===== config.mk =====
export PLATFORM = sky130hd
export DESIGN_NAME = id_stage_pipe
export DESIGN_NICKNAME = d
export VERILOG_FILES = /design/src/rtl/id_stage_pipe_pkg.sv /design/src/rtl/id_imm_gen.sv /design/src/rtl/id_stage_pipe.sv
export SDC_FILE = /design/constraint.sdc
export NUM_CORES = 1
export LEC_CHECK = 0
export ABC_AREA = 1
export CAP_MARGIN = 10
export CORE_ASPECT_RATIO = 1.4
export CORE_UTILIZATION = 35
export CTS_CLUSTER_DIAMETER = 50
export DETAILED_ROUTE_END_ITERATION = 10
export PLACE_DENSITY = 0.68
export SLEW_MARGIN = 20
export SYNTH_ARGS = -nofsm -noshare
export SYNTH_HDL_FRONTEND = slang
export SYNTH_SLANG_ARGS = --single-unit
export TNS_END_PERCENT = 5

===== constraint.sdc =====
create_clock -name clk -period 4.7 [get_ports clk]
set_clock_uncertainty 0.05 [all_clocks]
set_input_delay 0.47 -clock clk [delete_from_list [all_inputs] [get_ports clk]]
set_output_delay 0.47 -clock clk [all_outputs]
set_load 0.02 [all_outputs]

===== src/rtl/id_stage_pipe_pkg.sv =====
// ============================================================================
// Module  : id_stage_pipe_pkg
// Brief   : Shared decode constants for the Buceros ID stage: opcode[6:2]
//           codes, immediate-type encoding, branch funct3 codes and the OP
//           funct7 legality check.
//           Optional macro BUCEROS_RV_M_EN: accept the MUL/DIV funct7 code.
// Revision: 1.0 - initial release
// ============================================================================
`default_nettype none

package id_stage_pipe_pkg;

  // Major opcode field inst[6:2] (inst[1:0] must be 2'b11 for 32-bit encodings)
  localparam logic [4:0] OPC_LOAD      = 5'b00000;
  localparam logic [4:0] OPC_STORE     = 5'b01000;
  localparam logic [4:0] OPC_BRANCH    = 5'b11000;
  localparam logic [4:0] OPC_JAL       = 5'b11011;
  localparam logic [4:0] OPC_JALR      = 5'b11001;
  localparam logic [4:0] OPC_OP        = 5'b01100;
  localparam logic [4:0] OPC_OP_IMM    = 5'b00100;
  localparam logic [4:0] OPC_LUI       = 5'b01101;
  localparam logic [4:0] OPC_AUIPC     = 5'b00101;
  // Word-sized forms, only meaningful on RV64
  localparam logic [4:0] OPC_OP_32     = 5'b01110;
  localparam logic [4:0] OPC_OP_IMM_32 = 5'b00110;

  // Immediate format selected by the decoder
  typedef enum logic [2:0] {
    IMM_NONE = 3'd0,
    IMM_I    = 3'd1,
    IMM_S    = 3'd2,
    IMM_B    = 3'd3,
    IMM_U    = 3'd4,
    IMM_J    = 3'd5
  } imm_type_e;

  // Branch condition codes (funct3 of BRANCH)
  localparam logic [2:0] F3_BEQ  = 3'b000;
  localparam logic [2:0] F3_BNE  = 3'b001;
  localparam logic [2:0] F3_BLT  = 3'b100;
  localparam logic [2:0] F3_BGE  = 3'b101;
  localparam logic [2:0] F3_BLTU = 3'b110;
  localparam logic [2:0] F3_BGEU = 3'b111;

  // OP / OP-32 funct7 codes
  localparam logic [6:0] F7_BASE   = 7'b0000000;
  localparam logic [6:0] F7_ALT    = 7'b0100000;
`ifdef BUCEROS_RV_M_EN
  localparam logic [6:0] F7_MULDIV = 7'b0000001;
`endif

  // Register-register ops only accept a small set of funct7 values
  function automatic logic op_funct7_legal(input logic [6:0] f7);
`ifdef BUCEROS_RV_M_EN
    return (f7 == F7_BASE) || (f7 == F7_ALT) || (f7 == F7_MULDIV);
`else
    return (f7 == F7_BASE) || (f7 == F7_ALT);
`endif
  endfunction

endpackage

`default_nettype wire


===== src/rtl/id_imm_gen.sv =====
// ============================================================================
// Module  : id_imm_gen
// Brief   : Purely combinational immediate generator. Assembles the 32-bit
//           RISC-V immediate for the selected format and sign-extends it to
//           XLEN.
// Revision: 1.0 - initial release
// ============================================================================
`default_nettype none

module id_imm_gen
  import id_stage_pipe_pkg::*;
#(
  parameter int XLEN = 32
) (
  input  logic [31:0]     inst_i,
  input  imm_type_e       imm_type_i,
  output logic [XLEN-1:0] imm_o
);

  logic [31:0] imm32;
  logic        unused_opcode;

  // The opcode bits never contribute to an immediate
  assign unused_opcode = ^inst_i[6:0];

  // Scatter/gather of the immediate bits for each encoding format
  always_comb begin
    imm32 = '0;
    case (imm_type_i)
      IMM_I:   imm32 = {{20{inst_i[31]}}, inst_i[31:20]};
      IMM_S:   imm32 = {{20{inst_i[31]}}, inst_i[31:25], inst_i[11:7]};
      IMM_B:   imm32 = {{19{inst_i[31]}}, inst_i[31], inst_i[7],
                        inst_i[30:25], inst_i[11:8], 1'b0};
      IMM_U:   imm32 = {inst_i[31:12], 12'b0};
      IMM_J:   imm32 = {{11{inst_i[31]}}, inst_i[31], inst_i[19:12],
                        inst_i[20], inst_i[30:21], 1'b0};
      default: imm32 = '0;
    endcase
  end

  if (XLEN > 32) begin : g_imm_sext
    assign imm_o = {{(XLEN-32){imm32[31]}}, imm32};
  end else begin : g_imm_direct
    assign imm_o = imm32;
  end

endmodule

`default_nettype wire


===== src/rtl/id_stage_pipe.sv =====
// ============================================================================
// Module  : id_stage_pipe
// Brief   : Buceros decode stage. Decodes one RV32I/RV64I instruction per
//           cycle, forwards operands from FWD_PORTS write-back channels,
//           resolves branches/jumps, stalls on load-use hazards and registers
//           the decoded fields into the ID/EX register (valid/ready on both
//           sides).
//           Optional macro BUCEROS_RV_M_EN: OP/OP-32 funct7=0000001 is legal.
// Revision: 1.0 - initial release
// ============================================================================
`default_nettype none

module id_stage_pipe
  import id_stage_pipe_pkg::*;
#(
  parameter int XLEN      = 32,
  parameter int ADDR_W    = 32,
  parameter int FWD_PORTS = 2
) (
  input  logic                      clk,
  input  logic                      rst,
  // IF/ID side
  input  logic                      if_valid_i,
  output logic                      id_ready_o,
  input  logic [ADDR_W-1:0]         pc_i,
  input  logic [31:0]               inst_i,
  // Register file
  input  logic [XLEN-1:0]           rs1_data_i,
  input  logic [XLEN-1:0]           rs2_data_i,
  output logic [4:0]                rs1_addr_o,
  output logic [4:0]                rs2_addr_o,
  // Forwarding channels (index 0 = youngest, highest priority)
  input  logic [FWD_PORTS-1:0]      fwd_en_i,
  input  logic [5*FWD_PORTS-1:0]    fwd_addr_i,
  input  logic [XLEN*FWD_PORTS-1:0] fwd_data_i,
  // Hazard / control from later stages
  input  logic                      ex_rmem_i,
  input  logic [4:0]                ex_rd_i,
  input  logic                      flush_i,
  output logic                      redirect_o,
  output logic [ADDR_W-1:0]         redirect_pc_o,
  // ID/EX register
  output logic                      id_valid_o,
  input  logic                      ex_ready_i,
  output logic [ADDR_W-1:0]         pc_o,
  output logic [6:0]                opcode_o,
  output logic [2:0]                funct3_o,
  output logic [6:0]                funct7_o,
  output logic [XLEN-1:0]           imm_o,
  output logic [4:0]                rd_o,
  output logic                      wreg_en_o,
  output logic                      rmem_en_o,
  output logic                      wmem_en_o,
  output logic [XLEN-1:0]           rs1_data_o,
  output logic [XLEN-1:0]           rs2_data_o,
  output logic                      illegal_o
);

  // --------------------------------------------------------------------------
  // Field extraction
  // --------------------------------------------------------------------------
  logic [4:0] w_rs1_addr;
  logic [4:0] w_rs2_addr;
  logic [4:0] w_rd;
  logic [2:0] w_funct3;
  logic [6:0] w_funct7;

  assign w_rs1_addr = inst_i[19:15];
  assign w_rs2_addr = inst_i[24:20];
  assign w_rd       = inst_i[11:7];
  assign w_funct3   = inst_i[14:12];
  assign w_funct7   = inst_i[31:25];

  assign rs1_addr_o = w_rs1_addr;
  assign rs2_addr_o = w_rs2_addr;

  // --------------------------------------------------------------------------
  // Opcode decode
  // --------------------------------------------------------------------------
  imm_type_e w_imm_type;
  logic      w_known;
  logic      w_f7_bad;
  logic      w_use_rs1;
  logic      w_use_rs2;
  logic      w_writes_rd;
  logic      w_is_load;
  logic      w_is_store;
  logic      w_is_branch;
  logic      w_is_jal;
  logic      w_is_jalr;

  // Classify the instruction; anything not 32-bit encoded counts as unknown
  always_comb begin
    w_imm_type  = IMM_NONE;
    w_known     = 1'b0;
    w_f7_bad    = 1'b0;
    w_use_rs1   = 1'b0;
    w_use_rs2   = 1'b0;
    w_writes_rd = 1'b0;
    w_is_load   = 1'b0;
    w_is_store  = 1'b0;
    w_is_branch = 1'b0;
    w_is_jal    = 1'b0;
    w_is_jalr   = 1'b0;
    if (inst_i[1:0] == 2'b11) begin
      case (inst_i[6:2])
        OPC_LOAD: begin
          w_known = 1'b1; w_imm_type = IMM_I; w_use_rs1 = 1'b1;
          w_writes_rd = 1'b1; w_is_load = 1'b1;
        end
        OPC_STORE: begin
          w_known = 1'b1; w_imm_type = IMM_S; w_use_rs1 = 1'b1;
          w_use_rs2 = 1'b1; w_is_store = 1'b1;
        end
        OPC_BRANCH: begin
          w_known = 1'b1; w_imm_type = IMM_B; w_use_rs1 = 1'b1;
          w_use_rs2 = 1'b1; w_is_branch = 1'b1;
        end
        OPC_JAL: begin
          w_known = 1'b1; w_imm_type = IMM_J; w_writes_rd = 1'b1;
          w_is_jal = 1'b1;
        end
        OPC_JALR: begin
          w_known = 1'b1; w_imm_type = IMM_I; w_use_rs1 = 1'b1;
          w_writes_rd = 1'b1; w_is_jalr = 1'b1;
        end
        OPC_OP: begin
          w_known = 1'b1; w_use_rs1 = 1'b1; w_use_rs2 = 1'b1;
          w_writes_rd = 1'b1; w_f7_bad = ~op_funct7_legal(w_funct7);
        end
        OPC_OP_IMM: begin
          w_known = 1'b1; w_imm_type = IMM_I; w_use_rs1 = 1'b1;
          w_writes_rd = 1'b1;
        end
        OPC_LUI, OPC_AUIPC: begin
          w_known = 1'b1; w_imm_type = IMM_U; w_writes_rd = 1'b1;
        end
        OPC_OP_32: begin
          if (XLEN == 64) begin
            w_known = 1'b1; w_use_rs1 = 1'b1; w_use_rs2 = 1'b1;
            w_writes_rd = 1'b1; w_f7_bad = ~op_funct7_legal(w_funct7);
          end
        end
        OPC_OP_IMM_32: begin
          if (XLEN == 64) begin
            w_known = 1'b1; w_imm_type = IMM_I; w_use_rs1 = 1'b1;
            w_writes_rd = 1'b1;
          end
        end
        default: ;
      endcase
    end
  end

  logic            illegal_d;
  logic            wreg_d;
  logic            rmem_d;
  logic            wmem_d;
  logic [XLEN-1:0] imm_d;

  // Illegal instructions travel down the pipe but must not change state
  assign illegal_d = ~w_known | w_f7_bad;
  assign wreg_d    = w_writes_rd & (w_rd != 5'd0) & ~illegal_d;
  assign rmem_d    = w_is_load & ~illegal_d;
  assign wmem_d    = w_is_store & ~illegal_d;

  id_imm_gen #(
    .XLEN (XLEN)
  ) u_imm_gen (
    .inst_i     (inst_i),
    .imm_type_i (w_imm_type),
    .imm_o      (imm_d)
  );

  // --------------------------------------------------------------------------
  // Operand forwarding
  // --------------------------------------------------------------------------
  logic [XLEN-1:0] rs1_d;
  logic [XLEN-1:0] rs2_d;

  // Walk channels oldest-to-youngest so channel 0 overrides the rest; x0 is hardwired
  always_comb begin
    rs1_d = rs1_data_i;
    rs2_d = rs2_data_i;
    for (int i = FWD_PORTS - 1; i >= 0; i--) begin
      if (fwd_en_i[i] && (fwd_addr_i[i*5 +: 5] == w_rs1_addr))
        rs1_d = fwd_data_i[i*XLEN +: XLEN];
      if (fwd_en_i[i] && (fwd_addr_i[i*5 +: 5] == w_rs2_addr))
        rs2_d = fwd_data_i[i*XLEN +: XLEN];
    end
    if (w_rs1_addr == 5'd0) rs1_d = '0;
    if (w_rs2_addr == 5'd0) rs2_d = '0;
  end

  // --------------------------------------------------------------------------
  // Hazard detection and handshake
  // --------------------------------------------------------------------------
  logic valid_q;
  logic w_stall;
  logic w_accept;

  assign w_stall  = if_valid_i & ex_rmem_i & (ex_rd_i != 5'd0) &
                    ((w_use_rs1 & (ex_rd_i == w_rs1_addr)) |
                     (w_use_rs2 & (ex_rd_i == w_rs2_addr)));
  assign id_ready_o = ~w_stall & (~valid_q | ex_ready_i);
  assign w_accept   = if_valid_i & id_ready_o;

  // --------------------------------------------------------------------------
  // Branch / jump resolution
  // --------------------------------------------------------------------------
  logic w_cond;
  logic w_taken;

  // Full-width compare on the forwarded operands
  always_comb begin
    w_cond = 1'b0;
    case (w_funct3)
      F3_BEQ:  w_cond = (rs1_d == rs2_d);
      F3_BNE:  w_cond = (rs1_d != rs2_d);
      F3_BLT:  w_cond = ($signed(rs1_d) <  $signed(rs2_d));
      F3_BGE:  w_cond = ($signed(rs1_d) >= $signed(rs2_d));
      F3_BLTU: w_cond = (rs1_d <  rs2_d);
      F3_BGEU: w_cond = (rs1_d >= rs2_d);
      default: w_cond = 1'b0;
    endcase
  end

  assign w_taken = (w_is_branch & w_cond) | w_is_jal | w_is_jalr;

  logic [ADDR_W-1:0] w_imm_a;
  logic [ADDR_W-1:0] w_rs1_a;
  logic [ADDR_W-1:0] w_jalr_sum;

  // Bring immediate and base register to address width (wraps modulo 2^ADDR_W)
  if (ADDR_W <= XLEN) begin : g_addr_trunc
    assign w_imm_a = imm_d[ADDR_W-1:0];
    assign w_rs1_a = rs1_d[ADDR_W-1:0];
  end else begin : g_addr_ext
    assign w_imm_a = {{(ADDR_W-XLEN){imm_d[XLEN-1]}}, imm_d};
    assign w_rs1_a = {{(ADDR_W-XLEN){1'b0}}, rs1_d};
  end

  assign w_jalr_sum    = w_rs1_a + w_imm_a;
  assign redirect_pc_o = w_is_jalr ? {w_jalr_sum[ADDR_W-1:1], 1'b0}
                                   : (pc_i + w_imm_a);
  assign redirect_o    = w_accept & w_taken;

  // --------------------------------------------------------------------------
  // ID/EX register
  // --------------------------------------------------------------------------
  logic [ADDR_W-1:0] pc_q;
  logic [6:0]        opcode_q;
  logic [2:0]        funct3_q;
  logic [6:0]        funct7_q;
  logic [XLEN-1:0]   imm_q;
  logic [4:0]        rd_q;
  logic              wreg_q;
  logic              rmem_q;
  logic              wmem_q;
  logic [XLEN-1:0]   rs1_q;
  logic [XLEN-1:0]   rs2_q;
  logic              illegal_q;

  // Priority: reset, flush, accept, drain to a bubble, hold
  always_ff @(posedge clk) begin
    if (rst) begin
      valid_q   <= 1'b0;
      pc_q      <= '0;
      opcode_q  <= '0;
      funct3_q  <= '0;
      funct7_q  <= '0;
      imm_q     <= '0;
      rd_q      <= '0;
      wreg_q    <= 1'b0;
      rmem_q    <= 1'b0;
      wmem_q    <= 1'b0;
      rs1_q     <= '0;
      rs2_q     <= '0;
      illegal_q <= 1'b0;
    end else if (flush_i) begin
      valid_q   <= 1'b0;
    end else if (w_accept) begin
      valid_q   <= 1'b1;
      pc_q      <= pc_i;
      opcode_q  <= inst_i[6:0];
      funct3_q  <= w_funct3;
      funct7_q  <= w_funct7;
      imm_q     <= imm_d;
      rd_q      <= w_rd;
      wreg_q    <= wreg_d;
      rmem_q    <= rmem_d;
      wmem_q    <= wmem_d;
      rs1_q     <= rs1_d;
      rs2_q     <= rs2_d;
      illegal_q <= illegal_d;
    end else if (ex_ready_i) begin
      valid_q   <= 1'b0;
    end
  end

  assign id_valid_o = valid_q;
  assign pc_o       = pc_q;
  assign opcode_o   = opcode_q;
  assign funct3_o   = funct3_q;
  assign funct7_o   = funct7_q;
  assign imm_o      = imm_q;
  assign rd_o       = rd_q;
  assign wreg_en_o  = wreg_q;
  assign rmem_en_o  = rmem_q;
  assign wmem_en_o  = wmem_q;
  assign rs1_data_o = rs1_q;
  assign rs2_data_o = rs2_q;
  assign illegal_o  = illegal_q;

endmodule

`default_nettype wire


==> results of run 1 <==
==> registers in the layout, summed over array words and instances, names as in the netlist, 3 cells and up <==
signal	flops
funct3_o	3
funct7_o	7
imm_o	32
opcode_o	7
pc_o	32
rd_o	5
rs1_data_o	32
rs2_data_o	32
==> path summary, 6_finish.rpt <==
path | endpoint | slack (ps) | start | cells after the start
max | redirect_pc_o[28] | -70 | inst_i[19] | 24
min | opcode_o[2] | 310 | inst_i[2] | 4
max reg2reg | wmem_en_o | 2340 | id_valid_o | 10
min reg2reg | rmem_en_o | 430 | rmem_en_o | 2
==> layer usage <==
metal | wire [um] | vias to the layer above
li1 | - | 8526
met1 | 25050 | 7921
met2 | 30790 | 596
met3 | 2810 | 150
met4 | 3791 | 0
met5 | 0 | -
==> cell usage after synthesis (12+ instances only) <==
library cell,number
clkbuf_1,70
nor2_1,227
nand2_1,314
dfxtp_1,155
ha_1,91
nand4_1,19
inv_2,23
nand2_2,12
o21ai_0,336
o21ai_1,22
inv_1,235
xor2_1,14
nor3_1,24
a21oi_1,266
nand3_1,60
a31oi_1,14
==> critical path: cells and delay by family <==
family,cells,cell delay (ps)
buffers and inverters,10,1540
AOI/OAI and AO/OA,7,1280
and+or+nand+nor,6,710
adders and majority gates,1,220
==> metrics by stage <==
| stage | instance area [sq um] | power [mW] | setup slack, ps | setup TNS (ps) | hold WS [ps] |
|---|---|---|---|---|---|
| final | 22190 | 4.732 | -72.72 | -86.13 | 314.6 |
| after global routing | 22190 | 4.942 | -271.7 | -1829 | 315.2 |
| after CTS | 21560 | 4.678 | -143.5 | -840.5 | 312.0 |
| after detailed placement | 20670 | 3.186 | -1033 | -13460 | 419.0 |
| after global placement | 20670 | 3.172 | -982.9 | -12590 | 404.2 |
| after floorplan | 12650 | 2.210 | 302.5 | 0 | 485.1 |
==> where the power goes <==
group / internal (mW) / switching (mW)
combinational: 0.866 / 0.936
clock: 0.727 / 0.751
sequential: 1.40 / 0.0506
==> final cells by class <==
| cell class | count | area, sq um |
|---|---|---|
| multi-input combinational | 1516 | 8642 |
| timing repair buffer | 934 | 8237 |
| inverter | 261 | 1007 |
| fill | 3301 | 13520 |
| clock buffer | 17 | 425.4 |
| clock inverter | 15 | 193.9 |
| sequential | 155 | 3103 |
| tap | 462 | 578.1 |
==> what timing repair did <==
action                                  in CTS  in global routing
endpoints found under the setup margin      29                 29
buffers inserted                            18                 16
pin swaps                                   27                 58
cloned                                       0                  6
resized for setup                          121                128
==> kinds of logic (layout without fill, tap and decap cells) <==
group	count (synthesis)	in the layout
DFF	155	155
buffers and inverters	357	1227
xor gates and xnor gates	25	25
adders and majority gates	93	93
and+or+nand+nor	701	702
AOI/OAI and AO/OA	696	696
==> flow_results.org, run 1 <==
** Routing
- Routed via count :: roughly 17000
- After detailed routing, the number of vias per cell comes to approximately 5.1.
- Wire length after detailed routing :: approximately 62000 um
- Dividing the detail-routed wire length by the instance count gives ~19 um.
- Post-route DRC :: 0
- Number of detailed-routing iterations run before antenna repair :: 5
- Number of DRC markers in iteration 0 :: roughly 1100
- Antenna Nets Post-Route :: 0

** Yosys
- The synthesized design spends more area on one cell type than any other, namely dfxtp_1.
- Yosys mapped a number of flops with a built-in enable equal to 0.
- Biggest area contributors in the synthesized netlist :: dfxtp_1, o21ai_0, a21oi_1
- Xor/xnor share of the synthesized area :: around 1.7%
- Fraction of the mapped netlist area in adder cells :: 9.318%
- The synthesized netlist devotes around 30% of its cell area to compound gates.
- Number of library cell types mapped by synthesis :: 62
- Ys Warns :: 0
- In the synthesized netlist, the number of instances is 2027.
- Portion of netlist area occupied by mux cells :: 0%
- Post-Syn Area :: about 13000 sq um
- Among all flip-flop cells after synthesis, the most frequent one is dfxtp_1.
- For this run, asynchronously set or reset flops after synthesis account for 0%.
- Synthesized flop and latch total :: about 160
- Seq/Total Area, Yosys :: 24.53%
- After synthesis, the largest family of logic cells by area is compound AO/OA/AOI/OAI gates.
- Summing the areas of all and, or, nand and nor instances in the mapped netlist gives a little under a quarter of the synthesized area.
- Fraction of synthesized cell area taken by the top area cell type :: approximately 25%
- Net count of the mapped netlist :: about 2300
- Synthesized area per cell :: between 6 and 7 sq um

** Global route
- In the global route stage, met1 resource usage came out at 37.63%.
- Total congestion overflow after global routing :: 0
- First-pass GRT wire length :: ~90000 um
- The initial antenna violation count was 0.
- Met3 track demand over resource in global routing :: 3.589%
- In the global route stage, overall resource usage came out at 32.35%.
- Entering global routing, the biggest net connects about 90 pins.
- Number of global-route vias before repair :: 16640
- After global routing, the most crowded layer is met2.
- Global routing used between 50% and 60% of the available met2 tracks.

** Setup path
- Crit end category :: output pin
- The cell that appears most often on the critical path is buf_4.
- Cells traversed along the worst timing path :: dlygate4sd2_1 > inv_1 > nand2_1 > a21oi_4 > nand3_4 > clkbuf_16 > buf_4 > o211ai_1 > nand3_1 > inv_2 > buf_4 > ha_1 > buf_4 > a21oi_2 > inv_1 > a31oi_1 > a21boi_2 > buf_4 > nor4_1 > a211oi_1 > nand3_1 > nand2_1 > o21ai_1 > buf_4
- Setup Crit Path Kind :: in -> out
- Data on the critical path is required at its endpoint by between 4000 and 5000 ps.
- On the worst path, the slowest cell contributes a delay of about 320 ps.
- Max FO, Critical Path :: 6
- Startpoint Class :: primary input
- On the critical path, the stage with the largest delay is an instance of dlygate4sd2_1.
- Endpoint arrival time on the critical path :: approximately 4300 ps

** Floorplanning
- a little over 400 I/O pins were placed.
- Starting density of the core :: 35.43%
- Die area :: roughly 37000 sq um
- After floorplanning, the core was divided into a little over 80 placement rows.
- The floorplan step set the die width to approximately 160 um.
- Die height :: about 230 um
- The floorplan step defined a core boundary enclosing about 36000 sq um.

** Clocking
- After clock tree synthesis, the flow added hold-fix buffers numbering 0.
- # clock sinks :: roughly 160
- No sink is reached through more buffers than the 2 on the longest clock path.
- Insertion delay to the later sink of the worst-skew pair :: between 400 and 500 ps
- Total CTS buffers :: 17
- Clk slew on worst S/H paths :: ~70 ps
- CTS placed an instance of clkbuf_16 at the clock tree root.
- CTS tree :: built
- H-tree depth :: 4

** Final layout
- Cells with a size suffix above 1 make up between 20% and 30% of the layout.
- Final design utilization :: between 60 and 70%
- 0 antenna diodes ended up in the layout.
- Most common library cell in the layout ignoring fill and taps :: buf_4
- In the layout the commonest cells are buf_4, clkdlybuf4s50_1, nand2_1.
- Post-route non-filler standard cell count :: between 3000 and 4000
- Final nets :: between 3000 and 4000
- From synthesis to final layout, the design area changed by 75.39%.

** Placement
- Total half-perimeter wirelength after legalization and detailed placement :: roughly 50000 um
- RD Place Congestion :: between 0.9 and 1
- Port buffering added just over 400 buffers.
- Once placement completed, the tool counted placed cells totaling between 3000 and 4000.

** Timing
- The hold violation count in the final report came to 0.
- Counting I/O delays and the setup requirement, the final critical path takes 4773 ps.
- Final-report setup violation count :: 2
- For the pin with the worst max-slew slack, the measured transition is 698.2 ps.
- Setup repair after global routing could not meet its margin everywhere.
- In the finished design, the share of the clock period the worst path needs comes to 101.5%.
- The final count of pins violating max slew is 0.
- Worst slew margin relative to its limit :: 53.39%
- Timing would allow up to about 0.21 GHz.
- Once routing completed, OpenROAD measured the worst setup slack at -72.72 ps.

** Run status
- Failing checks :: negative setup slack
- Run status :: complete, but fails checks

** Power
- Power Density :: 213.3 nW/um^2
- Leakage power total :: 10.96 nW
- Peak supply drop :: 0.0002310 V

** Job
- Max-cap violations :: 0

** Min path
- Worst hold-check path type :: in -> reg
Note: power is estimated with default switching activity, not from simulation.
==> inputs of run 2 (changes only) <==
- REMOVE_ABC_BUFFERS: default -> 1
- SYNTH_HIERARCHICAL: default -> 1
==> flow_results.org, run 2 <==
** Run status
- Run status :: complete, but fails checks
- The checks that failed: negative setup slack.

** Yosys
- Most numerous cell types in the synthesized netlist :: nand2_1, o21ai_0, a21oi_1, nor2_1, inv_1
- Among all cell types in the netlist, the one instantiated most often is nand2_1.
- Biggest area contributors in the synthesized netlist :: dfxtp_1, o21ai_0, a21oi_1
- Number of instances in the synthesized netlist :: between 2000 and 2500
- Of all cell types, the one taking the most synthesized area is dfxtp_1.
- Number of library cell types mapped by synthesis :: 51
- Synthesized flop and latch total :: ~160
- The mapped netlist covers 12530 sq um.
- Of the post-synthesis cell area, the dominant cell type holds about a quarter.
- After synthesis, the share of flip-flops with an asynchronous set or reset is 0%.
- Counting flops with a built-in enable in the synthesized netlist gives 0.
- The Yosys step of the flow raised 6 warnings.
- Among all flip-flop cells after synthesis, the most frequent one is dfxtp_1.
- Sequential elements use around a quarter of the synthesized area.
- Synthesized area per cell :: 6.214 sq um

** Setup path
- Endpoint arrival time on the critical path :: ~4200 ps
- Setup slack, reg-to-reg :: 2600 ps
- STA classifies the critical path startpoint as a primary input.
- The setup path with the least slack is of type in -> out.
- Tracing the worst setup path back leads to its startpoint at inst_i[1].
- Crit end category :: output pin
- R2r startpoint :: id_valid_o
- The number of cells on the worst reg-to-reg path is 6.
- Required time at the worst-slack endpoint :: around 4200 ps
- Max FO, Critical Path :: 7

** Power
- Internal portion of total power :: 2.988 mW
- The analysis attributes to cell leakage a power of 10.40 nW.
- In this run the power spent charging and discharging nets is around 1.6 mW.
- Net switching is 35.58% of the power.
- Power Density :: 214.8 nW/um^2
- Part of the power in combinational logic :: a little under two fifths
- The share of total power dissipated in the clock network is a little under a third.
- Across the VDD grid, the largest voltage drop is between 0.0002 and 0.00025 V.
- Register share of total power :: 31.2%

** Clocking
- Maximum buffer depth of the clock tree :: 2
- Master cell of the clock root buffer :: clkbuf_16
- In this run the number of H-tree levels came out at 4.
- After clock tree synthesis, the clock-pin slew on the worst setup and hold paths is about 70 ps.
- TritonCTS built the clock tree.
- Insertion delay to the later sink of the worst-skew pair :: approximately 460 ps
- The tree built by TritonCTS fans out to 155 sinks.
- Total CTS buffers :: 17

** Final layout
- Most common library cell in the layout ignoring fill and taps :: buf_4
- Once layout is complete, the cells apart from fillers number between 3000 and 4000.
- Non-Filler Cell Area, Final :: between 20000 and 25000 sq um
- Leaving out fill and tap cells, the most frequent cells in the layout are buf_4, clkdlybuf4s50_1, nand2_1.
- Once layout is complete, the utilization of the core stands at 61.58%.
- Fraction of final layout cells sized beyond drive strength 1 :: 24.18%
- The net count of the finished layout is about 3100.
- Area growth from synthesis to final layout :: 72.35%

** Global route
- The first global-routing pass estimated around 91000 um of wire.
- Number of antenna violations at the first check in global routing :: 4
- Maximum number of pins on one net before global-route repair :: about 140
- The via count of the first global-routing pass is between 15000 and 20000.
- Total global routing track utilization :: between 30 and 40%
- After global routing the overflow that remains totals 0.

** Timing
- The final count of pins violating max slew is 0.
- The smallest clock period supported by the final layout is computed as around 4800 ps.
- Setup repair after global routing could not meet its margin everywhere.
- Maximum frequency from static timing analysis :: 0.2103 GHz
- Hold Vio Cnt, Final :: 0
- For the pin with the worst max-slew slack, the measured transition is 1054 ps.
- Part of the cycle the worst path needs :: 101.2%
- Worst slew margin relative to its limit :: 29.65%
- Across all setup checks in the final design, the least slack found is -55.44 ps.
- Setup violations remaining at the end of the flow were counted as 4.

** Placement
- The count of buffers added on input and output ports is around 410.
- Placed Instances :: about 3200
- The HPWL after detailed placement is approximately 47000 um.
- Instance area after placement :: a little under 20000 sq um
- RD Place Congestion :: just under 1

** Floorplanning
- 414 I/O pins were placed.
- CORE AREA :: about 35000 sq um
- The die covers 36570 sq um.
- Horizontal extent of the die :: 161.9 um
- Die height :: around 230 um
- Starting density of the core :: 35.73%
- Cell Rows :: 81

** Routing
- The first TritonRoute pass finished after 5 iterations.
- The final layout contains routed wiring with a total length of roughly 61000 um.
- Detailed-route wire length per cell :: about 19 um
- Number of DRC markers in iteration 0 :: ~960
- Post-route DRC :: 0
- Antenna Nets Post-Route :: 0
- Routed via count :: 16860
- Vias per Instance :: about 5.2

** Min path
- The worst hold path was traced through 2 stages.
- Worst hold-check path type :: reg -> reg
- Worst min-delay path startpoint :: rs1_data_o[30]

** Job
- Max-cap violations :: 0
run 2: cell types whose count changed after synthesis, moves of 10 or more:
cell / delta
inv_2: -14
nand2_2: -10
o21ai_1: +39
nand3_1: +43
a21oi_1: -11
clkbuf_1: -22
o21ai_0: -66
nor2_1: +26
buf_4: +10
inv_1: -19
o21a_1: +16
nand2_1: +16
buf_2: +23
run 2: cell families (layout without fill, tap and decap cells):
| group | Yosys count | count (layout) | synth area share (%) |
|---|---|---|---|
| simple gates | 755 | 755 | 25.03 |
| compound gates | 653 | 653 | 27.51 |
| buf+inv | 330 | 1101 | 11.10 |
| flops | 155 | 155 | 24.77 |
| fa+ha+maj | 95 | 95 | 9.608 |
| xor+xnor | 26 | 26 | 1.818 |
| mux | 2 | 2 | 0.1698 |
| other cells | 0 | 5 | 0 |
run 2: final timing paths:
kind / to
max: redirect_pc_o[30]
min: rs1_data_o[30]
max reg2reg: rs2_data_o[10]
min reg2reg: rs1_data_o[30]
run 2: through the flow:
step | total power [mW] | hold slack [ps] | TNS [ps] | setup WS, ps
floorplan | 2.180 | 484.6 | -52660 | -745.1
global placement | 3.121 | 398.9 | -10070 | -731.3
detailed placement | 3.135 | 403.5 | -11360 | -748.3
CTS | 4.592 | 423.9 | -355.0 | -61.60
global route | 4.855 | 435.2 | -2330 | -244.1
finish | 4.637 | 419.8 | -140.7 | -55.44
run 2: layer usage:
layer | global-route usage [%] | vias up | wire length (um)
met5 | 0 | - | 0
met2 | 58.33 | 568 | 30610
met3 | 4.536 | 147 | 2722
met1 | 36.42 | 7855 | 24280
met4 | 18.35 | 0 | 3434
li1 | - | 8285 | -
run 2: power by group through the flow:
| stage | Combinational (mW) | Clock [mW] | Sequential [mW] |
|---|---|---|---|
| after CTS | 1.70 | 1.45 | 1.45 |
| after global placement | 1.65 | 0 | 1.47 |
| final | 1.77 | 1.42 | 1.45 |
| after global routing | 1.90 | 1.49 | 1.46 |
| after floorplan | 0.601 | 0 | 1.58 |
| after detailed placement | 1.66 | 0 | 1.48 |
run 2: timing repair:
item	CTS	global route
hold buffers	0	0
gates resized for setup	142	174
setup buffers	10	15
endpoints found under the setup margin	28	28
cloned	4	1
pin swaps	17	54
run 2: final cells by class:
cell class                 instances  area [sq um]
fill                            3299         13470
multi-input combinational       1531          8890
timing repair buffer             844          7584
sequential                       155          3103
inverter                         225         852.1
tap                              456         570.5
clock buffer                      17         425.4
clock inverter                    15         155.1
antenna                            5         12.51
run 2: critical path: stages:
cell and delay, ps:
clkdlybuf4s50_1 520, nand2_1 180, nor3_2 230, buf_4 170, inv_2 70, buf_4 160
buf_4 150, nand3_1 80, nand2_2 130, ha_4 310, nand2_1 90, nor2_1 140
inv_1 110, nor3_4 180, buf_4 160, nand3_2 80, nand3_2 110, nand2_1 50
o211ai_1 140, buf_4 180, nand2_1 50, nand2_1 80, a21oi_1 60, o21ai_1 100
nand2_1 80, buf_6 140
==> inputs of run 3 (changes only) <==
- PLACE_DENSITY: 0.68 -> default
- PLACE_DENSITY_LB_ADDON: default -> 0.12
- RECOVER_POWER: default -> 100
==> flow_results.org, run 3 (same netlist as run 2, synthesis figures left out) <==
** Setup path
- Crit end category :: output pin
- Setup slack, reg-to-reg :: 1330 ps
- By startpoint and endpoint, the worst setup path is classified as in -> out.
- Kind of cell adding the most delay to the critical path :: simple AND/OR/NAND/NOR gates
- Cell type of the slowest stage on the worst timing path :: clkdlybuf4s50_1
- Most prevalent standard cell on the critical path :: nand2_1
- Max FO, Critical Path :: 5
- Startpoint Class :: primary input
- The number of buffers and inverters on the critical path is 6.
- In this run the critical register-to-register path is launched from id_valid_o.
- Required time at the worst-slack endpoint :: 4180 ps
- Launch point of the worst path :: fwd_addr_i[8]
- Endpoint arrival time on the critical path :: roughly 4200 ps
- Delay of the slowest critical-path stage :: 470 ps

** Job
- Max-cap violations :: 2

** Clocking
- CTS tree :: built
- Clock-pin slew was measured on the worst setup and hold paths at around 70 ps.
- Master cell of the clock root buffer :: clkbuf_16
- Counting every sink on the clock net gives between 150 and 200.
- Maximum buffer depth of the clock tree :: 2
- TritonCTS created 17 clock buffers.
- Insertion delay to the later sink of the worst-skew pair :: roughly 460 ps
- The H-tree was split into 4 levels.

** Routing
- Detailed routing inserted a total of between 15000 and 20000 vias.
- Wires add up to roughly 60000 um.
- Antenna Nets Post-Route :: 0
- Number of detailed-routing iterations run before antenna repair :: 7
- Number of DRC markers in iteration 0 :: between 900 and 1000
- Post-route DRC :: 0
- In the routed layout, each cell is associated on average with a via count of around 5.2.
- Dividing the detail-routed wire length by the instance count gives about 18 um.

** Floorplanning
- The core region is 35070 sq um.
- Die area :: between 30000 and 40000 sq um
- The die is approximately 160 um wide.
- Cell Rows :: 81
- The die is approximately 230 um tall.
- Once the floorplan was initialized, standard cells occupied a little over a third of the core.
- ~410 I/O pins were placed.

** Global route
- The via count of the first global-routing pass came to between 15000 and 20000.
- Total global routing track utilization :: roughly 30%
- The first global-routing pass estimated around 86000 um of wire.
- The initial antenna violation count was 2.
- Total congestion overflow after global routing :: 0
- Entering global routing, the biggest net connects around 160 pins.

** Final layout
- Leaving out fill and tap cells, the most frequent cell in the layout is buf_4.
- Footprint of the multi-input gates :: ~9100 sq um
- In the final layout, flip-flops and latches occupy roughly 3100 sq um.
- Area growth from synthesis to final layout :: 74.84%
- Count of fill cells added during filler insertion :: 3241
- With fillers left out, the area of the finished cells amounts to around 22000 sq um.
- For this run, the post-layout net count is just over 3000.
- Of the cells placed in the final design, the portion with a size suffix greater than 1 is between 20% and 30%.
- Final design utilization :: between 60% and 70%
- Leading cell types in the layout, fill and taps excluded :: buf_4, nand2_1, o21ai_0

** Timing
- Final-report setup violation count :: 1
- On the final layout, the worst hold slack is roughly 410 ps.
- After layout, the minimum clock period comes to 4717 ps.
- Setup repair after global routing missed its margin :: yes
- Final worst setup slack :: -16.76 ps
- In this run the tightest slew margin relative to its limit is -59.44%.
- The final count of pins violating max slew is around 220.
- Hold Vio Cnt, Final :: 0
- Part of the cycle the worst path needs :: 100.4%
- Maximum frequency from static timing analysis :: about 0.21 GHz
- Post-Route Setup TNS :: -16.76 ps
- Slew at the pin closest to its max-slew limit :: about 2400 ps

** Placement
- Port buffering added about 410 buffers.
- Total half-perimeter wirelength after legalization and detailed placement :: between 40000 and 50000 um
- RD Place Congestion :: between 0.9 and 1
- Instance area after placement :: about 20000 sq um

** Min path
- Worst min-delay path startpoint :: rs2_data_o[22]
- In this run the worst hold path is classified as reg -> reg.

** Run status
- The checks that failed: max-capacitance violations, max-slew violations, negative setup slack.
- Run status :: complete, but fails checks

** Power
- VDD sags by at most a little under 0.0002 V.
- Leakage power total :: 10.92 nW
- For this design the ratio of total power to cell area is 211.3 nW/um^2.
## run 3: cell count changes in the layout (fill, tap and decap cells not counted), sizes merged
cell	before	now
clkdlybuf4s15	3	2
bufinv	1	2
clkinv	3	4
diode	5	2
dlygate4sd2	9	14
buf	444	440
clkdlybuf4s50	362	194
clkbuf	25	31
dlygate4sd3	0	170
inv	233	230
nand2	332	333
dlymetal6s2s	17	14
## run 3: repair_timing
action	in CTS	in global routing
hold buffers	0	0
endpoints found under the setup margin	30	28
cloned	3	9
gates resized for setup	119	241
setup buffers	10	24
pin swaps	13	65
## run 3: metal layers
metal	up-vias	part of all wire (%)	GRT usage, %
li1	8301	-	-
met1	7834	39	34.18
met2	591	52	55.43
met3	128	5.2	4.022
met4	0	4.3	14.58
met5	-	0	0
## run 3: where the power goes
group | switching, mW | internal (mW) | total, mW | leakage [nW]
sequential | 0.0432 | 1.40 | 1.44 | 1.28
combinational | 0.922 | 0.808 | 1.73 | 9.36
clock | 0.658 | 0.794 | 1.45 | 0.280
## run 3: final timing paths
kind,cells past startpoint,end
max,26,redirect_o
min,1,rs2_data_o[22]
max reg2reg,6,rs2_data_o[0]
min reg2reg,1,rs2_data_o[22]
## run 3: layout make-up
cell class,count,area share (%)
clock inverters,14,0.7311
diodes,2,0.02285
well taps,456,2.605
clock buffers,18,1.959
inverters,225,3.918
flip-flops and latches,155,14.17
repair buffers,848,35.21
multi-input cells,1532,41.39
## run 3: worst register-to-register path: cells and delay by family (launching register included)
family / cells / cell delay, ps
buf+inv: 1 / 1740
compound gates: 3 / 760
flops: 1 / 330
simple gates: 2 / 380
## run 3: per-stage QoR
stage          power (mW)  cells  worst slack [ps]
2_1_floorplan       2.180   1911            -745.1
3_3_place_gp        3.097   3170            -942.9
3_5_place_dp        3.115   3170            -982.5
4_1_cts             4.588   3215            -209.5
5_1_grt             4.832   3250            -225.5
6_report            4.628   3250            -16.76
